**src/rtl/morse_sched_pkg.sv**
```systemverilog
// -----------------------------------------------------------------------------
// morse_sched_pkg
// Shared constants and types for the Morse character scheduler.
//   - PS/2 scan-code prefixes (break / extended) and the default backspace code.
//   - FSM state encoding used by morse_char_scheduler.
//   - Filter-to-FIFO request record.
//   - level_width(): width of a 0..DEPTH occupancy counter.
// -----------------------------------------------------------------------------
package morse_sched_pkg;

    localparam logic [7:0] SC_BREAK             = 8'hF0;
    localparam logic [7:0] SC_EXT               = 8'hE0;
    localparam logic [7:0] SC_BACKSPACE_DEFAULT = 8'h66;

    // Issue FSM states
    typedef logic [2:0] sched_state_t;
    localparam sched_state_t ST_IDLE      = 3'd0;
    localparam sched_state_t ST_ISSUE     = 3'd1;
    localparam sched_state_t ST_WAIT_BUSY = 3'd2;
    localparam sched_state_t ST_WAIT_DONE = 3'd3;
    localparam sched_state_t ST_GAP       = 3'd4;

    // One filtered scan code, registered before it reaches the queue
    typedef struct packed {
        logic       push;   // enqueue data
        logic       drop;   // delete newest entry (backspace)
        logic [7:0] data;
    } filt_req_t;

    // Occupancy counters must represent 0..depth inclusive
    function automatic int level_width(input int depth);
        return $clog2(depth) + 1;
    endfunction

endpackage

```
**src/rtl/morse_char_scheduler_if.sv**
```systemverilog
// -----------------------------------------------------------------------------
// morse_char_scheduler_if
// Bundles the PS/2 byte stream, the encoder handshake and the queue status of
// morse_char_scheduler.
//   master : the scheduler side (consumes PS/2 bytes and enc_busy,
//            drives enc_data/enc_strb and the status flags)
//   slave  : the surrounding system (PS/2 controller, encoder, monitors)
// Signals:
//   ps2_received_data[7:0], ps2_received_data_strb  - byte stream from PS/2
//   enc_busy                                        - encoder is emitting
//   enc_data[7:0], enc_strb                         - character issue
//   fifo_level, fifo_empty, overflow                - queue status
// -----------------------------------------------------------------------------
interface morse_char_scheduler_if #(
    parameter int FIFO_DEPTH = 8
);
    localparam int LEVEL_W = $clog2(FIFO_DEPTH) + 1;

    logic [7:0]         ps2_received_data;
    logic               ps2_received_data_strb;
    logic               enc_busy;
    logic [7:0]         enc_data;
    logic               enc_strb;
    logic [LEVEL_W-1:0] fifo_level;
    logic               fifo_empty;
    logic               overflow;

    modport master (
        input  ps2_received_data,
        input  ps2_received_data_strb,
        input  enc_busy,
        output enc_data,
        output enc_strb,
        output fifo_level,
        output fifo_empty,
        output overflow
    );

    modport slave (
        output ps2_received_data,
        output ps2_received_data_strb,
        output enc_busy,
        input  enc_data,
        input  enc_strb,
        input  fifo_level,
        input  fifo_empty,
        input  overflow
    );

endinterface

```
**src/rtl/morse_sched_fifo.sv**
```systemverilog
// -----------------------------------------------------------------------------
// morse_sched_fifo
// Small synchronous FIFO with an extra "drop_newest" operation that un-writes
// the most recent entry (used for backspace).
// Ports:
//   clk, rst_n          - clock, asynchronous active-low reset
//   push, push_data     - enqueue (accepted when not full, or when a pop
//                         frees a slot in the same cycle)
//   pop                 - dequeue head (ignored when empty)
//   drop_newest         - delete the newest entry remaining after any pop
//   rd_data             - current head entry
//   level, full, empty  - occupancy
// -----------------------------------------------------------------------------
module morse_sched_fifo #(
    parameter int DEPTH = 8,
    parameter int WIDTH = 8,
    localparam int AW = $clog2(DEPTH),
    localparam int LW = AW + 1
) (
    input  logic             clk,
    input  logic             rst_n,
    input  logic             push,
    input  logic [WIDTH-1:0] push_data,
    input  logic             pop,
    input  logic             drop_newest,
    output logic [WIDTH-1:0] rd_data,
    output logic [LW-1:0]    level,
    output logic             full,
    output logic             empty
);
    localparam logic [AW-1:0] PTR_ONE = AW'(1);
    localparam logic [LW-1:0] LVL_ONE = LW'(1);
    localparam logic [LW-1:0] LVL_MAX = LW'(DEPTH);

    logic [WIDTH-1:0] mem [DEPTH];
    logic [AW-1:0]    rd_ptr_reg, rd_ptr_next;
    logic [AW-1:0]    wr_ptr_reg, wr_ptr_next;
    logic [LW-1:0]    level_reg, level_next;
    logic             do_push, do_pop, do_drop;

    assign empty   = (level_reg == '0);
    assign full    = (level_reg == LVL_MAX);
    assign level   = level_reg;
    assign rd_data = mem[rd_ptr_reg];

    always_comb begin
        do_pop  = pop && !empty;
        do_push = push && (!full || do_pop);
        // The pop is applied first; the drop only touches what is left, so a
        // lone entry that is being popped cannot also be deleted.
        do_drop = drop_newest && !do_push &&
                  (do_pop ? (level_reg > LVL_ONE) : !empty);

        rd_ptr_next = rd_ptr_reg;
        wr_ptr_next = wr_ptr_reg;
        level_next  = level_reg;
        if (do_pop) begin
            rd_ptr_next = rd_ptr_reg + PTR_ONE;
            level_next  = level_next - LVL_ONE;
        end
        if (do_push) begin
            wr_ptr_next = wr_ptr_reg + PTR_ONE;
            level_next  = level_next + LVL_ONE;
        end
        if (do_drop) begin
            wr_ptr_next = wr_ptr_reg - PTR_ONE;
            level_next  = level_next - LVL_ONE;
        end
    end

    always_ff @(posedge clk or negedge rst_n) begin
        if (!rst_n) begin
            rd_ptr_reg <= '0;
            wr_ptr_reg <= '0;
            level_reg  <= '0;
        end else begin
            rd_ptr_reg <= rd_ptr_next;
            wr_ptr_reg <= wr_ptr_next;
            level_reg  <= level_next;
        end
    end

    // Storage carries no reset; occupancy alone decides what is valid.
    always_ff @(posedge clk) begin
        if (do_push) begin
            mem[wr_ptr_reg] <= push_data;
        end
    end

endmodule

```
**src/rtl/morse_char_scheduler.sv**
```systemverilog
// -----------------------------------------------------------------------------
// morse_char_scheduler
// Filters raw PS/2 scan-code bytes, queues accepted make codes and issues them
// one at a time to a Morse encoder, honouring the encoder's busy flag and a
// programmable inter-character gap.
// Ports:
//   clk    - system clock
//   rst_n  - asynchronous active-low reset
//   bus    - morse_char_scheduler_if.master (PS/2 bytes in, encoder handshake,
//            fifo_level / fifo_empty / overflow status out)
// Parameters: FIFO_DEPTH (power of two, >= 2), GAP_CYCLES, BUSY_TIMEOUT,
//             BACKSPACE_CODE.
// Optional build macro: MORSE_SCHED_TYPEMATIC_FILTER_EN - suppresses keyboard
// auto-repeat by discarding a make equal to the last accepted make until that
// key's break code is seen.
// -----------------------------------------------------------------------------
module morse_char_scheduler
    import morse_sched_pkg::*;
#(
    parameter int         FIFO_DEPTH     = 8,
    parameter int         GAP_CYCLES     = 16,
    parameter int         BUSY_TIMEOUT   = 16,
    parameter logic [7:0] BACKSPACE_CODE = SC_BACKSPACE_DEFAULT
) (
    input  logic                   clk,
    input  logic                   rst_n,
    morse_char_scheduler_if.master bus
);
    localparam int LW      = level_width(FIFO_DEPTH);
    localparam int CNT_MAX = (BUSY_TIMEOUT > GAP_CYCLES) ? BUSY_TIMEOUT : GAP_CYCLES;
    localparam int CNT_W   = (CNT_MAX < 2) ? 1 : $clog2(CNT_MAX + 1);
    localparam logic [CNT_W-1:0] CNT_ONE   = CNT_W'(1);
    localparam logic [CNT_W-1:0] BUSY_LAST = CNT_W'((BUSY_TIMEOUT > 0) ? BUSY_TIMEOUT - 1 : 0);
    // GAP_CYCLES=0 still spends one cycle in GAP, same as GAP_CYCLES=1.
    localparam logic [CNT_W-1:0] GAP_LAST  = CNT_W'((GAP_CYCLES > 0) ? GAP_CYCLES - 1 : 0);

    // ---------------------------------------------------------------- filter
    logic      skip_reg, skip_next;
    filt_req_t req_reg, req_next;
`ifdef MORSE_SCHED_TYPEMATIC_FILTER_EN
    logic       brk_reg, brk_next;          // pending skip came from F0
    logic [7:0] last_make_reg, last_make_next;
    logic       last_vld_reg, last_vld_next;
`endif

    always_comb begin
        skip_next = skip_reg;
        req_next  = '0;
        req_next.data = bus.ps2_received_data;
`ifdef MORSE_SCHED_TYPEMATIC_FILTER_EN
        brk_next       = brk_reg;
        last_make_next = last_make_reg;
        last_vld_next  = last_vld_reg;
`endif
        if (bus.ps2_received_data_strb) begin
            if (skip_reg) begin
                // Second byte of a break/extended sequence is swallowed.
                skip_next = 1'b0;
`ifdef MORSE_SCHED_TYPEMATIC_FILTER_EN
                if (brk_reg && last_vld_reg && (bus.ps2_received_data == last_make_reg)) begin
                    last_vld_next = 1'b0;   // key released: next press counts
                end
`endif
            end else if (bus.ps2_received_data == SC_BREAK) begin
                skip_next = 1'b1;
`ifdef MORSE_SCHED_TYPEMATIC_FILTER_EN
                brk_next  = 1'b1;
`endif
            end else if (bus.ps2_received_data == SC_EXT) begin
                skip_next = 1'b1;
`ifdef MORSE_SCHED_TYPEMATIC_FILTER_EN
                brk_next  = 1'b0;
            end else if (last_vld_reg && (bus.ps2_received_data == last_make_reg)) begin
                // Auto-repeat of the held key: discard.
                skip_next = 1'b0;
`endif
            end else begin
`ifdef MORSE_SCHED_TYPEMATIC_FILTER_EN
                last_make_next = bus.ps2_received_data;
                last_vld_next  = 1'b1;
`endif
                if (bus.ps2_received_data == BACKSPACE_CODE) begin
                    req_next.drop = 1'b1;
                end else begin
                    req_next.push = 1'b1;
                end
            end
        end
    end

    always_ff @(posedge clk or negedge rst_n) begin
        if (!rst_n) begin
            skip_reg <= 1'b0;
            req_reg  <= '0;
`ifdef MORSE_SCHED_TYPEMATIC_FILTER_EN
            brk_reg       <= 1'b0;
            last_make_reg <= '0;
            last_vld_reg  <= 1'b0;
`endif
        end else begin
            skip_reg <= skip_next;
            req_reg  <= req_next;
`ifdef MORSE_SCHED_TYPEMATIC_FILTER_EN
            brk_reg       <= brk_next;
            last_make_reg <= last_make_next;
            last_vld_reg  <= last_vld_next;
`endif
        end
    end

    // ------------------------------------------------------------------ queue
    logic          pop;
    logic [7:0]    head_data;
    logic [LW-1:0] fifo_level;
    logic          fifo_full, fifo_empty;
    logic          overflow_reg, overflow_next;

    morse_sched_fifo #(
        .DEPTH (FIFO_DEPTH),
        .WIDTH (8)
    ) u_fifo (
        .clk         (clk),
        .rst_n       (rst_n),
        .push        (req_reg.push),
        .push_data   (req_reg.data),
        .pop         (pop),
        .drop_newest (req_reg.drop),
        .rd_data     (head_data),
        .level       (fifo_level),
        .full        (fifo_full),
        .empty       (fifo_empty)
    );

    // A push is lost only when the queue is full and no pop frees a slot.
    always_comb begin
        overflow_next = overflow_reg;
        if (req_reg.push && fifo_full && !pop) begin
            overflow_next = 1'b1;
        end else if (fifo_empty) begin
            overflow_next = 1'b0;
        end
    end

    // -------------------------------------------------------------------- FSM
    sched_state_t     state_reg, state_next;
    logic [CNT_W-1:0] cnt_reg, cnt_next;
    logic [7:0]       enc_data_reg, enc_data_next;
    logic             enc_strb_reg, enc_strb_next;

    always_comb begin
        state_next    = state_reg;
        cnt_next      = cnt_reg;
        enc_data_next = enc_data_reg;
        enc_strb_next = 1'b0;
        pop           = 1'b0;
        case (state_reg)
            ST_IDLE: begin
                if (!fifo_empty && !bus.enc_busy) begin
                    pop           = 1'b1;
                    enc_data_next = head_data;
                    enc_strb_next = 1'b1;       // high for the ISSUE cycle only
                    state_next    = ST_ISSUE;
                end
            end
            ST_ISSUE: begin
                cnt_next   = '0;
                state_next = ST_WAIT_BUSY;
            end
            ST_WAIT_BUSY: begin
                // An encoder that never acknowledges must not stall the queue.
                if (bus.enc_busy || (cnt_reg == BUSY_LAST)) begin
                    state_next = ST_WAIT_DONE;
                end else begin
                    cnt_next = cnt_reg + CNT_ONE;
                end
            end
            ST_WAIT_DONE: begin
                if (!bus.enc_busy) begin
                    cnt_next   = '0;
                    state_next = ST_GAP;
                end
            end
            ST_GAP: begin
                if (cnt_reg == GAP_LAST) begin
                    state_next = ST_IDLE;
                end else begin
                    cnt_next = cnt_reg + CNT_ONE;
                end
            end
            default: begin
                state_next = ST_IDLE;
            end
        endcase
    end

    always_ff @(posedge clk or negedge rst_n) begin
        if (!rst_n) begin
            state_reg    <= ST_IDLE;
            cnt_reg      <= '0;
            enc_data_reg <= '0;
            enc_strb_reg <= 1'b0;
            overflow_reg <= 1'b0;
        end else begin
            state_reg    <= state_next;
            cnt_reg      <= cnt_next;
            enc_data_reg <= enc_data_next;
            enc_strb_reg <= enc_strb_next;
            overflow_reg <= overflow_next;
        end
    end

    // ---------------------------------------------------------------- outputs
    assign bus.enc_data   = enc_data_reg;
    assign bus.enc_strb   = enc_strb_reg;
    assign bus.fifo_level = fifo_level;
    assign bus.fifo_empty = fifo_empty;
    assign bus.overflow   = overflow_reg;

endmodule

```
**src/flat_wrapper.sv**
```systemverilog
// flat-port wrapper written by rule: the top's interface ports become plain ports
module morse_char_scheduler_flat import morse_sched_pkg::*;
#(
    parameter int         FIFO_DEPTH     = 8,
    parameter int         GAP_CYCLES     = 16,
    parameter int         BUSY_TIMEOUT   = 16,
    parameter logic [7:0] BACKSPACE_CODE = SC_BACKSPACE_DEFAULT
)
  (clk, rst_n, bus_ps2_received_data, bus_ps2_received_data_strb, bus_enc_busy, bus_enc_data, bus_enc_strb, bus_fifo_level, bus_fifo_empty, bus_overflow);
  morse_char_scheduler_if #(.FIFO_DEPTH(FIFO_DEPTH)) bus_i ();
  input  logic clk;
  input  logic rst_n;
  input wire logic [$bits(bus_i.ps2_received_data)-1:0] bus_ps2_received_data;
  input wire logic [$bits(bus_i.ps2_received_data_strb)-1:0] bus_ps2_received_data_strb;
  input wire logic [$bits(bus_i.enc_busy)-1:0] bus_enc_busy;
  output wire logic [$bits(bus_i.enc_data)-1:0] bus_enc_data;
  output wire logic [$bits(bus_i.enc_strb)-1:0] bus_enc_strb;
  output wire logic [$bits(bus_i.fifo_level)-1:0] bus_fifo_level;
  output wire logic [$bits(bus_i.fifo_empty)-1:0] bus_fifo_empty;
  output wire logic [$bits(bus_i.overflow)-1:0] bus_overflow;
  assign bus_i.ps2_received_data = bus_ps2_received_data;
  assign bus_i.ps2_received_data_strb = bus_ps2_received_data_strb;
  assign bus_i.enc_busy = bus_enc_busy;
  assign bus_enc_data = bus_i.enc_data;
  assign bus_enc_strb = bus_i.enc_strb;
  assign bus_fifo_level = bus_i.fifo_level;
  assign bus_fifo_empty = bus_i.fifo_empty;
  assign bus_overflow = bus_i.overflow;
  morse_char_scheduler #(.FIFO_DEPTH(FIFO_DEPTH), .GAP_CYCLES(GAP_CYCLES), .BUSY_TIMEOUT(BUSY_TIMEOUT), .BACKSPACE_CODE(BACKSPACE_CODE)) u_core (.clk(clk), .rst_n(rst_n), .bus(bus_i));
endmodule
```
**config.mk**
```make
export PLATFORM = sky130hd
export DESIGN_NAME = morse_char_scheduler_flat
export DESIGN_NICKNAME = d
export VERILOG_FILES = /design/src/rtl/morse_sched_pkg.sv /design/src/rtl/morse_char_scheduler_if.sv /design/src/rtl/morse_sched_fifo.sv /design/src/rtl/morse_char_scheduler.sv /design/src/flat_wrapper.sv
export SDC_FILE = /design/constraint.sdc
export NUM_CORES = 1
export LEC_CHECK = 0
export BUFFER_PORTS_ARGS = -buffer_cell sky130_fd_sc_hd__buf_4
export CAP_MARGIN = 20
export CORE_MARGIN = 2
export CORE_UTILIZATION = 44
export DETAILED_ROUTE_END_ITERATION = 6
export MAX_ROUTING_LAYER = met4
export PLACE_DENSITY = 0.59
export SLEW_MARGIN = 40
export SYNTH_ARGS = -nofsm -noshare
export SYNTH_HDL_FRONTEND = slang
export SYNTH_SLANG_ARGS = --single-unit
```
**constraint.sdc**
```tcl
create_clock -name clk -period 2.85 [get_ports clk]
set_input_delay 0.4275 -clock clk [delete_from_list [all_inputs] [get_ports clk]]
set_output_delay 0.4275 -clock clk [all_outputs]
set_load 0.005 [all_outputs]
```
==> results of run 1 <==
==> power breakdown <==
part | internal, W | switching (W)
logic | 0.000821 | 0.000751
clock network | 0.000339 | 0.000522
registers | 0.00191 | 0.000289
==> area by class of cell <==
cell class	count	area (um^2)	share of cell area, %
sequential	103	2900	58.9
multi-input combinational	153	1310	26.7
timing repair buffer	43	323	6.56
tap	133	166	3.38
clock buffer	9	124	2.52
clock inverter	7	66.3	1.35
inverter	8	30.0	0.611
==> path summary, 6_finish.rpt <==
check	end	cells past startpoint	startpoint
hold reg to reg	u_core.cnt_reg[4]	2	u_core.cnt_reg[4]
setup reg to reg	u_core.u_fifo.level[2]	8	u_core.u_fifo.level[1]
setup / recovery	u_core.u_fifo.level[2]	8	u_core.u_fifo.level[1]
max in group asynchronous	u_core.bus.enc_data[6]	1	rst_n
min in group clk	u_core.req_reg[4]	1	bus_ps2_received_data[4]
hold / removal	u_core.cnt_reg[1]	1	rst_n
==> cell usage after synthesis, drive strengths merged (2+ instances only) <==
library cell and count:
mux2i 9, nand2b 3, edfxtp 64, or4 3
o31ai 3, nor2 24, xor2 4, nand2 14
a21oi 13, xnor2 7, nand3 6, inv 8
o22ai 2, mux2 3, nor3 6, nand3b 2
and2 2, a32oi 2, mux4 16, and3 2
nor2b 2, dfrtp 39, ha 6, buf 7
clkbuf 5, a31oi 2, o21ai 6
==> cell families after synthesis <==
logic type                 Yosys count
muxes                               28
adders and majority gates            7
buffers and inverters               20
DFF                                103
AOI/OAI and AO/OA                   37
xor gates and xnor gates            12
and+or+nand+nor                     69
==> layer usage <==
metal / global-route usage (%) / vias to the layer above
li1: - / 1129
met1: 23.8 / 1158
met2: 24.4 / 39
met3: 2.64 / 4
met4: 5.77 / 0
met5: - / -
==> stage by stage <==
step / power (W) / instances / setup WS [ps] / area [um^2]
final: 0.00464 / 456 / 267 / 4920
after global placement: 0.00381 / 440 / 334 / 4730
after detailed placement: 0.00383 / 440 / 291 / 4730
after global routing: 0.00497 / 456 / 86.1 / 4920
after floorplan: 0.00328 / 276 / 302 / 4300
after CTS: 0.00471 / 456 / 268 / 4920
==> cell usage in the layout (no fill, tap or decap), drive strengths merged, types with 4 or more instances in the layout <==
| cell | count |
|---|---|
| nand2 | 14 |
| dfrtp | 39 |
| edfxtp | 64 |
| nor2 | 24 |
| mux2i | 9 |
| clkbuf | 9 |
| mux4 | 16 |
| a21oi | 13 |
| nand3 | 6 |
| o21ai | 6 |
| buf | 43 |
| xnor2 | 7 |
| inv | 12 |
| ha | 6 |
| nor3 | 6 |
| xor2 | 4 |
==> results.md, run 1 <==
* Status: finished clean
* DR vias at ~2300
* RSZ-0062 raised after global routing: no
* First-pass GRT wire length at 12500 um
* Met2 wire length at 3530 um
* 1st-pass router iterations at 4
* Syn nets at 295
* Max reg flops at 64
* Share of cells above drive strength 1 at approximately a quarter
* Fmax achieved at 387 MHz
* Combinational family with the most area after synthesis: multiplexers
* Min Clock Period, post-route at 2580 ps
* Ys async rst share at 37.9%
* Cell repeated most along the worst path: ha_1
* Top_reg_cell synth: edfxtp_1
* Max clock buf depth at 2
* DR DRC count at 0
* Slew HR at 58.5%
* IO Port Bufs at 26
* Path type of the worst setup path: reg2reg
* CP top delay family: simple AND/OR/NAND/NOR gates
* Synth Area per Inst at between 15 and 20 um^2
* Clk slew on worst S/H paths at 100 ps
* Top Metal Used: met4
* Worst Path Buf+Inv at 1
* Die area at 10600 um^2
* R2R Setup Slk at ~270 ps
* Max-slew violation count at 0
* Register area share after synthesis at 67.4%
* Worst EP required at 3090 ps
* Ports at 27
* CTS resizes at 0
* Met3 Wirelength at 247 um
* Total clock buffers created by CTS at 9
* Leak at 1.85 nW
* Die Ht at 103 um
* Die Wd at 103 um
* Post-layout util at 51.0%
* CTS tree: done
* Yosys reg bits at 103
* Nets at roughly 340
* Adder-cell share of the synthesized area at between 2 and 2.5%
* Starting DRT DRC Count at between 100 and 150
* WL met1 at about 3800 um
* Final Hold Viols at 0
* Syn. warnings at 0
* Number of synthesized flops with an enable pin at 64
* Main area contributors after synthesis: edfxtp_1 45%, dfrtp_1 23%, mux4_2 8.4%, mux2i_1 2.1%, nor2_1 2.1%
* Slowest CP cell: or3b_2
* Final wirelength at 7640 um
* Worst-path cell chain: inv_1 -> ha_1 -> or3b_2 -> a32o_1 -> o22ai_1 -> ha_1 -> nand2_1 -> xnor3_1
* Largest net degree at the start of global routing at 40
* Row count at 36
* Setup tns final at 0 ps
* Setup Buffers After CTS at 0
* Post-route clock period utilization at 90.6%
* XOR/XNOR share of the synthesized area at 2.77%
* H-tree levels at 3
* Share of the synthesized area in the top cell type at roughly 45%
* Synth Area in Compound Gates at 5.77%
* Grt ovf at 0
* Cell area after synthesis at between 4000 and 5000 um^2
* Simple-gate area share of the yosys netlist at between 8 and 9%
* Cts-stage hold buffer count at 0
* Antenna violations before repair at 0
* Cell taking the most area after synthesis: edfxtp_1
* HP Class: in2async
* Multiplexer area fraction after synthesis at between 10% and 20%
* Post-DRT Antenna Nets at 0
* N_diodes at 0
* CP max FO at 7
* Cells after Synth at 276
* Setup crit end kind: register
* Worst Path Arrival at between 2000 and 3000 ps
* Yosys cell types at between 40 and 50
* Least-Margin Pin Slew at 623 ps
* # Max-Cap Violations at 0
* Clock Latency Late Sink at 360 ps
* Final hold slack at 40.2 ps
* Starting Density at 44.6%
* Worst Skew at 7.37 ps
* Routed WL per cell at about 17 um
* DR vias/cell at roughly 5.1
* Vias in the first global route at ~2300
* Clock Tree Root: clkbuf_8
* Area Growth Syn to Fin at 14.5%
* Max incr delay on CP at 560 ps
* Power Density at 943 nW/um^2
* Layout fillers at 854
* Final setup fails at 0
* RD Place Congestion at 0.816
* Critical Path Source Type: register
* Worst vdd ir at 412 uV
* Final HPWL DP at 5160 um
* Core area at 9640 um^2
* Clock tree sinks at 103
* GR Util All Layers at 16.6%
(Power assumes the default switching activity.)
==> inputs of run 2 (changes only) <==
CORE_ASPECT_RATIO = 1.5   (was default)
==> run 2 against run 1 <==
  * Final cell count is 5.3% lower
  * Clock-buffer cell count unchanged
  * Via count is 0.21% higher
  * Combinational power is 3% lower
  * Largest cell class unchanged
  * Largest power group unchanged
==> results.md, run 2 (synthesis results as in run 1) <==
* Status: finished clean
* Max reg flops at 64 (unchanged)
* Final HPWL DP at 5350 um (+3.6%)
* Reg2Reg Depth at 8 (unchanged)
* CP top delay family: simple AND/OR/NAND/NOR gates
* Final wirelength at 7880 um (+3.1%)
* Die Ht at 125 um (+22%)
* Antenna violations before repair at 0 (unchanged)
* Total power draw at 0.00516 W (+11%)
* N_diodes at 0 (unchanged)
* Clk slew on worst S/H paths at 70 ps (-30 ps)
* Worst Path Buf+Inv at 1 (unchanged)
* P_sw at 0.00158 W (+1.3%)
* Worst vdd ir at 603 uV (+46%)
* Area of the multi-input gates at 1310 um^2 (unchanged)
* WL met1 at 3320 um (-13%)
* Final std cells w/o fill at 432 (-5.3%)
* RR Startpoint: u_core.u_fifo.level[1]
* Layout fillers at 818 (-4.2%)
* Post-route clock period utilization at 91.3% (+0.65 points)
* Top Metal Used: met4
* Highest-count cells in the layout ignoring fill and taps: 64 x edfxtp_1, 39 x dfrtp_1, 37 x buf_4
* Max-slew violation count at 0 (unchanged)
* Worst Skew at 6.32 ps (-1.05 ps)
* Fmax achieved at 384 MHz (-0.71%)
* Cts-stage hold buffer count at 0 (unchanged)
* Slew HR at 48.2% (-10 points)
* Final Hold Viols at 0 (unchanged)
* Min Clock Period, post-route at 2600 ps (+18.6 ps)
* Routed WL per cell at 18.2 um (+8.9%)
* Max clock buf depth at 2 (unchanged)
* Flip-flop and latch area at 2900 um^2 (unchanged)
* Met3 Wirelength at 246 um (-0.40%)
* DR vias at 2335 (+0.21%)
* RSZ-0062 raised after global routing: no
* Clock Tree Root: clkbuf_16
* Clock Latency Late Sink at 340 ps (-20 ps)
* Setup Buffers After CTS at 0 (unchanged)
* Final worst setup slack at 248 ps (-18.6 ps)
* Largest net degree at the start of global routing at 40 (unchanged)
* CTS resizes at 0 (unchanged)
* Proportion of power drawn by combinational gates at 29.5% (-4.4 points)
* GR Util All Layers at 16.3% (-0.35 points)
* Area Growth Syn to Fin at 16.5%
* Total clock buffers created by CTS at 9 (unchanged)
* CTS tree: done
* Worst-path cell chain: inv_1 -> ha_1 -> or3b_2 -> a32o_1 -> o22ai_1 -> ha_1 -> nand2_1 -> xnor3_1
* Cell repeated most along the worst path: ha_1
* H-tree levels at 3 (unchanged)
* IO Port Bufs at 26 (unchanged)
* Row count at 44 (+22%)
* Clk pwr share at 27.4% (+8.8 points)
* Die Wd at 84.7 um (-18%)
* Post-DRT Antenna Nets at 0 (unchanged)
* CP startpoint: u_core.u_fifo.level[1]
* Setup WS pre-CTS at 292 ps (+0.915 ps)
* Die area at 10600 um^2 (+0.15%)
* # Max-Cap Violations at 0 (unchanged)
* Critical Path Source Type: register
* Setup tns final at 0 ps (unchanged)
* Slowest CP cell: or3b_2
* Share of cells above drive strength 1 at 24.9% (-1.4 points)
* Most common cell after layout, fill and taps aside: edfxtp_1
* CP max FO at 7 (unchanged)
* Leak at 1.89 nW (+2.3%)
* Starting DRT DRC Count at 190 (+68%)
* P_int at 0.00357 W (+16%)
* Core area at 9580 um^2 (-0.62%)
* Worst EP required at 3070 ps (-20 ps)
* Setup crit end kind: register
* Final setup fails at 0 (unchanged)
* Worst path depth at 8 (unchanged)
* Placed cells at 416 (-5.5%)
* Final hold slack at 51.4 ps (+11.3 ps)
* Least-Margin Pin Slew at 777 ps (+154 ps)
* Starting Density at 44.9% (+0.28 points)
* Grt ovf at 0 (unchanged)
* Clock tree sinks at 103 (unchanged)
* DR vias/cell at 5.41 (+5.8%)
* Nets at 331 (-1.8%)
* Part of the power in registers at 43.1% (-4.4 points)
* Path type of the worst setup path: reg2reg
* Met2 wire length at 4200 um (+19%)
* Power Density at 1030 nW/um^2 (+9.3%)
* HP Class: in2async
* First-pass GRT wire length at 12500 um (+0.39%)
* DR DRC count at 0 (unchanged)
* Worst Path Arrival at 2820 ps (about the same)
* Max incr delay on CP at 560 ps (about the same)
* 1st-pass router iterations at 4 (unchanged)
* RD Place Congestion at 0.889 (+8.9%)
* Ports at 27 (unchanged)
* Vias in the first global route at 2438 (+5.6%)
* Sw frac at 30.7% (-3.0 points)
run 2: cell types whose count changed in the layout (fill, tap and decap cells not counted):
cell,before,now
inv_6,3,1
bufinv_16,0,3
clkbuf_8,9,0
buf_4,43,37
clkbuf_16,0,9
clkinv_8,1,0
clkinv_2,0,1
clkinv_4,1,0
run 2: area by class of cell:
| class | count | share of cell area (%) |
|---|---|---|
| sequential | 103 | 57.9 |
| multi-input combinational | 153 | 26.2 |
| timing repair buffer | 37 | 5.55 |
| clock buffer | 9 | 4.50 |
| tap | 115 | 2.88 |
| clock inverter | 7 | 2.38 |
| inverter | 8 | 0.600 |
run 2: worst reg2reg max path, delay by kind of cell, from the launching register on:
family	cells	cell delay, ps
AOI/OAI and AO/OA	2	470
adders and majority gates	2	480
DFF	1	410
xor gates and xnor gates	1	360
buffers and inverters	1	140
and+or+nand+nor	2	620
run 2: power by group through the flow:
stage | clock network [W] | logic, W | registers, W
after floorplan | 0 | 0.00118 | 0.00210
after global placement | 0 | 0.00151 | 0.00225
after detailed placement | 0 | 0.00154 | 0.00226
after CTS | 0.00144 | 0.00154 | 0.00223
after global routing | 0.00151 | 0.00169 | 0.00227
final | 0.00141 | 0.00152 | 0.00222
run 2: metal layers:
metal	GRT usage, %	vias up
li1	-	1112
met1	18.8	1170
met2	27.2	44
met3	4.36	9
met4	5.79	0
met5	-	-
run 2: worst paths after layout:
check | end | slack [ps]
max in group asynchronous | u_core.req_reg[2] | 2440
min reg2reg | u_core.u_fifo.rd_ptr_reg[0] | 480
min in group clk | u_core.req_reg[4] | 200
max | u_core.u_fifo.level[2] | 250
max reg2reg | u_core.u_fifo.level[2] | 250
min | u_core.bus.enc_data[0] | 50
run 2: metrics by stage:
| step | instance area [um^2] | util [%] |
|---|---|---|
| 2_1_floorplan | 4300 | - |
| 3_3_place_gp | 4660 | 48.7 |
| 3_5_place_dp | 4660 | 48.7 |
| 4_1_cts | 5000 | 52.2 |
| 5_1_grt | 5000 | 52.2 |
| 6_report | 5000 | 52.2 |
==> inputs of run 3 (changes only) <==
ABC_AREA = 1   (was default)
PLACE_DENSITY = 0.58   (was 0.59)
==> run 3 against run 2 <==
  * Power is 0.21% lower
  * First-iteration DRC count is 5.8% lower
  * Die area is 4.4% higher
  * Clock power is 18% lower
  * Critical endpoint is now u_core.u_fifo.mem[0][6]
  * Highest routed layer unchanged
==> results.md, run 3 <==
* Flip-flop and latch area at 2900 um^2 (unchanged)
* Highest-count cells in the layout ignoring fill and taps: 64 x edfxtp_1, 60 x nand2_1, 48 x nor2_1
* Yosys reg bits at 103 (unchanged)
* Area of the multi-input gates at 1420 um^2 (+8.4%)
* Largest net degree at the start of global routing at 40 (unchanged)
* Main area contributors after synthesis: edfxtp_1 43%, dfrtp_1 22%, nand2_1 5.0%, o21ai_0 4.5%, nor2_1 4.0%
* Starting DRT DRC Count at 179 (-5.8%)
* DR DRC count at 0 (unchanged)
* Antenna violations before repair at 0 (unchanged)
* Clock Latency Late Sink at 340 ps (about the same)
* Layout fillers at 871 (+6.5%)
* Most frequent cells after synthesis: 64 x edfxtp_1, 60 x nand2_1, 48 x nor2_1
* DR vias at 2892 (+24%)
* Worst EP required at 2910 ps (-160 ps)
* # Max-Cap Violations at 0 (unchanged)
* Power Density at 1000 nW/um^2 (-2.9%)
* Path type of the worst setup path: reg2reg
* Max-slew violation count at 0 (unchanged)
* Vias in the first global route at 2976 (+22%)
* First-pass GRT wire length at 14800 um (+18%)
* RSZ-0062 raised after global routing: no
* Total clock buffers created by CTS at 9 (unchanged)
* Clock tree sinks at 103 (unchanged)
* Reg2Reg Depth at 9 (+1)
* Row count at 45 (+2.3%)
* CTS resizes at 0 (unchanged)
* Ys async rst share at 37.9% (unchanged)
* Post-DRT Antenna Nets at 0 (unchanged)
* RD Place Congestion at 0.894 (+0.49%)
* Setup crit end kind: register
* Syn. warnings at 0 (unchanged)
* Min Clock Period, post-route at 2410 ps (-193 ps)
* Number of synthesized flops with an enable pin at 64 (unchanged)
* Slew HR at 62.3% (+14 points)
* Synth Area per Inst at 11.4 um^2 (-27%)
* Ports at 27 (unchanged)
* Setup Buffers After CTS at 0 (unchanged)
* Worst Skew at 6.23 ps (-0.0865 ps)
* Setup tns final at 0 ps (unchanged)
* Post-route clock period utilization at 84.5% (-6.8 points)
* Cts-stage hold buffer count at 0 (unchanged)
* Final Hold Viols at 0 (unchanged)
* Clk slew on worst S/H paths at 70 ps (about the same)
* Register area share after synthesis at 64.5% (-3.0 points)
* Worst vdd ir at 467 uV (-23%)
* Cell area after synthesis at 4490 um^2 (+4.6%)
* Nets at 447 (+35%)
* Worst Path Arrival at 2470 ps (-350 ps)
* IO Port Bufs at 26 (unchanged)
* Share of the synthesized area in the top cell type at 42.8% (-2.0 points)
* Share of cells above drive strength 1 at 20.6% (-4.4 points)
* GR Util All Layers at 18.7% (+2.5 points)
* HP Class: in2async
* Final HPWL DP at 6590 um (+23%)
* H-tree levels at 3 (unchanged)
* Syn nets at 412 (+40%)
* Final wirelength at 9280 um (+18%)
* Cells after Synth at 393 (+42%)
* DR vias/cell at 5.26 (-2.7%)
* N_diodes at 0 (unchanged)
* Core area at 10000 um^2 (+4.6%)
* Fmax achieved at 415 MHz (+8.0%)
* Yosys cell types at 43 (-10%)
* Starting Density at 44.8% (about the same)
* Most common cell after layout, fill and taps aside: edfxtp_1
* Grt ovf at 0 (unchanged)
* Status: finished clean
* 1st-pass router iterations at 4 (unchanged)
* Die Ht at 128 um (+2.2%)
* Max reg flops at 64 (unchanged)
* Cell taking the most area after synthesis: edfxtp_1
* Routed WL per cell at 16.9 um (-7.5%)
* Area Growth Syn to Fin at 14.4%
* Die Wd at 86.5 um (+2.2%)
* Clock Tree Root: clkbuf_16
* CP max FO at 16 (+9)
* Leak at 2.10 nW (+11%)
* Critical Path Source Type: register
* R2R Setup Slk at 440 ps (+190 ps)
* Least-Margin Pin Slew at 566 ps (-211 ps)
* Final setup fails at 0 (unchanged)
* Max clock buf depth at 2 (unchanged)
* Die area at 11100 um^2 (+4.4%)
* Top_reg_cell synth: edfxtp_1
* Most frequent cell after synthesis: edfxtp_1
* Total power draw at 0.00514 W (-0.21%)
* CTS tree: done
## run 3: worst paths after layout
kind / from / endpoint
min in group clk: bus_ps2_received_data[6] / u_core.req_reg[6]
min: rst_n / u_core.bus.enc_data[3]
max reg2reg: u_core.u_fifo.level[0] / u_core.u_fifo.mem[0][6]
max: u_core.u_fifo.level[0] / u_core.u_fifo.mem[0][6]
max in group asynchronous: rst_n / u_core.req_reg[7]
min reg2reg: u_core.bus.enc_data[4] / u_core.bus.enc_data[4]
## run 3: metrics by stage
step	setup slack [ps]	area, um^2	hold WS [ps]	util (%)	std cells
CTS	405	5140	76.0	51.3	550
floorplan	588	4490	132	-	393
detailed placement	422	4860	442	48.5	534
global placement	475	4860	441	48.5	534
global route	307	5140	104	51.3	550
finish	441	5140	60.7	51.3	550
## run 3: worst max-delay path: stages (launching register included)
cell     delay (ps)
dfrtp_1         430
inv_1           130
ha_1            260
nand2_4         150
nand3_4         250
nand2_4         170
nand2_8          70
or2_2           320
nor2_1          160
buf_4           160
## run 3: final cells by class
class                           count  share of cell area, %
Timing Repair Buffer               36                   5.25
Multi-Input combinational cell    244                   27.6
Tap cell                          117                   2.85
Clock buffer                       10                   4.65
Sequential cell                   103                   56.3
Clock inverter                      6                  0.803
Inverter                           34                   2.48
## run 3: per-layer routing
| layer | GRT usage [%] | vias up | routed length, um |
|---|---|---|---|
| li1 | - | 1435 | - |
| met1 | 19.7 | 1401 | 3580 |
| met2 | 34.3 | 49 | 5290 |
| met3 | 3.16 | 7 | 297 |
| met4 | 7.08 | 0 | 112 |
| met5 | - | - | 0 |
## run 3: power breakdown
part	switching (W)	internal, W
registers	0.000260	0.00191
clock network	0.000531	0.000620
logic	0.00115	0.000680
## run 3: kinds of logic after synthesis
logic type / after synthesis / share of synthesized area, %
flip-flops: 103 / 64.5
AO/OA/AOI/OAI: 75 / 10.5
XOR/XNOR: 5 / 1.14
AND/OR/NAND/NOR: 157 / 17.8
adder cells (fa/ha/maj): 7 / 2.12
buffers and inverters: 46 / 3.90
